--- src/rtl/operand_fetch.sv ---
// Operand fetch for ARM data-processing instructions: reads Rn, Rm and Rs
// through a single register-file read port, one read per state.
module operand_fetch (
  input  logic        clk,
  input  logic        reset,
  input  logic        start,
  input  logic [31:0] instr,
  output logic [3:0]  rf_ra,
  input  logic [31:0] rf_rd,
  output logic        busy,
  output logic        op_valid,
  input  logic        op_ready,
  output logic [31:0] srca,
  output logic [31:0] firstvalue,
  output logic [4:0]  shammt,
  output logic [1:0]  sh,
  output logic        imm
);

  typedef enum logic [2:0] {IDLE, RD_RN, RD_RM, RD_RS, DONE} state_t;

  state_t      state, state_nxt;
  logic [31:0] instr_q;
  logic [31:0] imm32;
  logic [4:0]  rot_amt;
  logic [31:0] imm_rot;
  logic        unused_bits;

  // Condition/opcode/S bits are decoded elsewhere; only bit 25 matters here.
  assign unused_bits = ^{instr_q[31:26], instr_q[24:20]};

  // ARM immediate: imm8 rotated right by twice the 4-bit rotate field.
  assign imm32   = {24'b0, instr_q[7:0]};
  assign rot_amt = {instr_q[11:8], 1'b0};
  assign imm_rot = (imm32 >> rot_amt) | (imm32 << (6'd32 - {1'b0, rot_amt}));

  always_ff @(posedge clk or posedge reset) begin
    if (reset) state <= IDLE;
    else       state <= state_nxt;
  end

  always_comb begin
    state_nxt = state;
    rf_ra     = 4'd0;
    busy      = 1'b1;
    op_valid  = 1'b0;
    case (state)
      IDLE: begin
        busy = 1'b0;
        if (start) state_nxt = RD_RN;
      end
      RD_RN: begin
        rf_ra     = instr_q[19:16];
        state_nxt = instr_q[25] ? DONE : RD_RM;
      end
      RD_RM: begin
        rf_ra     = instr_q[3:0];
        state_nxt = instr_q[4] ? RD_RS : DONE;
      end
      RD_RS: begin
        rf_ra     = instr_q[11:8];
        state_nxt = DONE;
      end
      DONE: begin
        op_valid = 1'b1;
        if (op_ready) state_nxt = IDLE;
      end
      default: state_nxt = IDLE;
    endcase
  end

  // Operand registers only move while their read state is active, so they
  // hold through DONE and IDLE until the next fetch overwrites them.
  always_ff @(posedge clk or posedge reset) begin
    if (reset) begin
      instr_q    <= '0;
      srca       <= '0;
      firstvalue <= '0;
      shammt     <= '0;
      sh         <= '0;
      imm        <= 1'b0;
    end else begin
      case (state)
        IDLE: if (start) instr_q <= instr;
        RD_RN: begin
          srca <= rf_rd;
          imm  <= instr_q[25];
          if (instr_q[25]) begin
            firstvalue <= imm_rot;
            shammt     <= 5'd0;
            sh         <= 2'b00;
          end
        end
        RD_RM: begin
          firstvalue <= rf_rd;
          sh         <= instr_q[6:5];
          if (!instr_q[4]) shammt <= instr_q[11:7];
        end
        RD_RS: shammt <= rf_rd[4:0];
        default: ;
      endcase
    end
  end

endmodule
--- config.mk ---
export PLATFORM = sky130hd
export DESIGN_NAME = operand_fetch
export DESIGN_NICKNAME = d
export VERILOG_FILES = /design/src/rtl/operand_fetch.sv
export SDC_FILE = /design/constraint.sdc
export NUM_CORES = 1
export LEC_CHECK = 0
export ABC_AREA = 1
export CORE_MARGIN = 1
export CORE_UTILIZATION = 47
export DETAILED_ROUTE_END_ITERATION = 6
export HOLD_SLACK_MARGIN = 0.15
export MAX_ROUTING_LAYER = met4
export PLACE_DENSITY = 0.8
export SETUP_SLACK_MARGIN = 0.2
export SYNTH_ARGS = -nofsm -noshare
export SYNTH_HDL_FRONTEND = slang
export SYNTH_SLANG_ARGS = --single-unit
export TNS_END_PERCENT = 1
--- constraint.sdc ---
create_clock -name clk -period 4.1 [get_ports clk]
set_input_delay 0.82 -clock clk [delete_from_list [all_inputs] [get_ports clk]]
set_output_delay 0.82 -clock clk [all_outputs]
set_load 0.01 [all_outputs]
== Yosys cells after proc, flatten, opt, wreduce, memory -nomap -nowiden ==
Index checks and enable logic that the tools add are counted.
Word-level totals
  word-level logic and storage cells: 41
  latch bits: 0
  bits of input ports: 68
  register bits after elaboration: 101
  memories kept: 0
  ROM bits: 0
  memory bits (writable): 0
Operators by class
  reduce and logical (&&, ||, !) cells: 7
  $mul: 0
  shift operators: 2
  divide/modulo/power cells: 0
  magnitude comparators: 0
  add/sub/neg operators: 1
  equal/unequal tests: 8
  multiplexer cells: 15
  bitwise logic cells: 1
Operators with widths (number)
  $pmux 32 s2: 1
  $mux 32: 1
  $or 32x32->32: 1
  $shl 8x6->32: 1
  $shr 8x5->32: 1
  $pmux 3 s5: 1
  $pmux 5 s3: 1
  $mux 3: 4
  $pmux 4 s3: 1
  $mux 5: 2
  $ne 2x2->1 const B: 4
  $eq 3x2->1 const B: 2
  $reduce_and 2->1: 3
  $sub 6x5->6 const A: 1
  $pmux 2 s2: 1
  $eq 3x1->1 const B: 1
  $eq 3x3->1 const B: 1
  $logic_not 3->1: 1
  $reduce_and 3->1: 1
  $reduce_bool 3->1: 1
  $mux 1: 2
  $mux 2: 1
  $reduce_bool 2->1: 1

== Depth between registers and ports, before layout ==
  word-level depth: 5
  mapped depth: 13
  gate-level depth less buffers: 11

== Worst setup path after synthesis ==
Ideal clock, no wire load.
  path kind: flip-flop to output port
  start: register state[2]
  end: output rf_ra[3]
  data required time: 3.280 ns
  buffers on the path: 1
  arrival: 1.211 ns
  stages on the path, launching flop included: 7
  path slack: 2.069 ns
  cells stage by stage: dfrtp_1 -> nor2_1 -> nand2_2 -> inv_2 -> clkbuf_1 -> nand2_1 -> o221ai_1
Between the ends
  longest elaborated chain between the ends: 2
RTL lines
  start: declaration: RTL line 22  | state_t state, state_nxt;
  start signal: assignment: RTL line 39  | else state <= state_nxt;
  $eq 3x2->1 / $eq 3x1->1 (equally long branches): RTL line 47  | case (state)
  $pmux 4 s3 *: RTL line 47
  end: declaration: RTL line 8  | output logic [3:0] rf_ra,
Mark *: on every way between the ends. The rest lies on a longest branch, timed or not.

== Worst setup path after layout ==
  start: register state[2]
  end: output rf_ra[0]
The elaborated chain is that of the path after synthesis.

==> results.py <==
metrics = {
    "synth": {
        "synth_area_leaders": "dfrtp_1, nand2_1, nand3_1, inv_1, nor2_1",
        "synth_top_area_share_pct": 50.5,
        "syn_area_per_cell_um2": 7.59,
        "async_flop_share_pct": 100,
        "ys_seq_area_share_pct": 50.5,
        "synth.net_count": 669,
        "yosys_warnings": 0,
        "synthFlopType": "dfrtp_1",
        "synth-edff-count": 0,
        "netlist_instances": 600,
        "synthesis.area_mm2": 0.00455,
        "synth.most_common_cell": "nand2_1",
        "ys_seq_elements": 92,
        "synthTopCellsByCount": "nand2_1, dfrtp_1, nand3_1",
        "ys_types": 26,
        "synth_top_cell_by_area": "dfrtp_1",
    },
    "global_route": {
        "antenna_found_initial": 0,
        "grt_overflow_total": 0,
        "grt_pass1_vias": 4160,
        "grt_max_degree": 52,
        "grt_pass1_wl_mm": 20.6,
        "grtUsageTotal_pct": 27.4,
    },
    "floorplan": {
        "die_height_um": 100,
        "start_util_pct": 48.8,
        "core_mm2": 0.00933,
        "rows": 35,
        "fp.dieW_um": 100,
        "dieArea_mm2": 0.0101,
        "ios": 146,
    },
    "clocking": {
        "clock_latency_ns": 0.36,
        "postCtsHoldBufs": 0,
        "clk_pin_slew_worst_paths_ns": 0.09,
        "cts_made_buffers": 9,
        "cts_buffer_depth": 2,
        "ctsResizeCount": 0,
        "clock-sinks": 92,
        "cts_tree": "yes",
        "cts_setup_buffers": 0,
        "root_buffer": "clkbuf_8",
        "cts_htree_levels": 3,
    },
    "routing": {
        "drt_iter0_drc": 218,
        "vias_per_cell": 5.13,
        "drtAntennaViolNets": 0,
        "vias": 4388,
        "drc": 0,
        "drt-pass1-iter-count": 5,
        "routed_wl_mm": 12.8,
        "wl_per_cell_um": 14.9,
    },
    "sta": {
        "fin_ws_ns": 0.715,
        "max_freq_mhz": 295,
        "finalHoldViolations": 0,
        "relSlewSlack_pct": 42.7,
        "setup_viol": 0,
        "finalMaxSlewViolations": 0,
        "min_period_ns": 3.39,
        "tightest_slew_ns": 0.858,
        "final.period_utilization_pct": 82.6,
        "fin_setup_tns_ns": 0,
        "finClkSkew_ns": 0.00946,
        "rsz0062_at_grt": "no",
    },
    "finish": {
        "n_fill_cell": 846,
        "diodes": 0,
        "drive_above_1_share_pct": 7.44,
        "seq_area_mm2": 0.00230,
        "multi_input_area_mm2": 0.00196,
        "area.growth.synth_to_final_pct": 34.8,
        "fin_nets": 790,
    },
    "outcome": {
        "outcome": "finished clean",
    },
    "setup_path": {
        "startpoint_type": "flip-flop",
        "endpoint_kind": "output pin",
        "worst_ep_required_time_ns": 3.28,
        "path_max_fanout": 20,
        "critPathKind": "reg2out",
        "cp.arrival_ns": 2.57,
    },
    "placement": {
        "dp_hpwl_mm": 9.52,
        "io_buffers": 130,
        "routabilityCongestion": 0.901,
        "dp_slack_ns": 1.15,
    },
    "pwr": {
        "vdd.ir_drop.worst_v": 0.000446,
        "power_density_mw_per_mm2": 825,
        "power.leakage_nw": 2.99,
    },
    "job": {
        "cap_violations": 0,
    },
    "hold_path": {
        "min_path_type": "reg2reg",
    },
}
power by group:
part	leakage (nW)	switching [W]	internal (W)	total, W
registers	1.15	0.000289	0.00131	0.00160
clock network	0.0918	0.000333	0.000300	0.000632
logic	1.75	0.00166	0.00117	0.00283
total	2.99	0.00228	0.00278	0.00507
routing by layer:
layer | global-route usage, % | up-vias | share of wire, %
met4 | 10.1 | 0 | 1.8
met2 | 42.0 | 153 | 48
met3 | 3.13 | 18 | 4.3
met5 | - | - | 0
li1 | - | 2145 | -
met1 | 37.5 | 2072 | 46
registers in the layout (all words and copies together), names as in the netlist:
signal,count
sh,2
instr_q,17
srca,32
imm,1
firstvalue,32
state,3
shammt,5
worst max-delay path: stages, from the launching register on:
cell and delay [ns]:
dfrtp_1 0.44, inv_2 0.11, nand3_2 0.37, inv_2 0.43, a22oi_1 0.16, nand2_1 0.12
clkdlybuf4s50_1 0.56
stage by stage:
step	cells	hold WS (ns)	area, µm²	util (%)	total power [W]
global placement	839	0.462	5940	63.6	0.00437
CTS	855	0.493	6140	65.8	0.00508
finish	855	0.490	6140	65.8	0.00507
floorplan	600	0.461	4550	-	0.00326
global route	855	0.514	6140	65.8	0.00548
detailed placement	839	0.462	5940	63.6	0.00443
path summary, 6_finish.rpt:
check / startpoint / to / slack (ns) / cells after the start
max in group asynchronous: reset / srca[4]$_DFFE_PP0N_ / 2.28 / 3
worst min register to register: imm$_DFFE_PP0N_ / imm$_DFFE_PP0N_ / 0.49 / 2
min in group asynchronous: reset / firstvalue[27]$_DFFE_PP0P_ / 0.93 / 2
worst max-delay path: state[2]$_DFFE_PP0P_ / rf_ra[0] / 0.71 / 6
worst max register to register: state[2]$_DFFE_PP0P_ / firstvalue[22]$_DFFE_PP0P_ / 1.60 / 8
worst min-delay path: imm$_DFFE_PP0N_ / imm$_DFFE_PP0N_ / 0.49 / 2
cell families after synthesis:
group,after synthesis,share of synthesized area (%)
and+or+nand+nor,357,32.4
DFF,92,50.5
buffers and inverters,71,6.40
adders and majority gates,1,0.275
AOI/OAI and AO/OA,72,8.68
muxes,7,1.73
layout make-up:
| class | count | area share [%] |
|---|---|---|
| multi-input combinational | 437 | 31.9 |
| clock buffer | 11 | 2.30 |
| inverter | 46 | 2.83 |
| clock inverter | 5 | 0.999 |
| tap | 129 | 2.63 |
| sequential | 92 | 37.5 |
| timing repair buffer | 135 | 21.8 |
cells in the final DEF, fill, tap and decap left out:
cell             instances
nand2_1                255
clkdlybuf4s50_1        130
dfrtp_1                 92
nand3_1                 48
nor2_1                  36
inv_1                   35
o21ai_0                 27
a21oi_1                 25
inv_2                   10
clkbuf_8                10
o21ai_1                  9
mux2_2                   7
nand2_2                  6
a22oi_1                  6
buf_4                    5
nand3_2                  3
o221ai_1                 3
clkinvlp_4               3
nor2_4                   2
nand4_1                  2
nor3_2                   2
nor2_2                   2
a21boi_2                 1
clkinv_2                 1
o211ai_1                 1
or2_0                    1
ha_1                     1
clkbuf_1                 1
clkinv_4                 1
bufinv_16                1
Note: power is estimated with default switching activity, not from simulation.
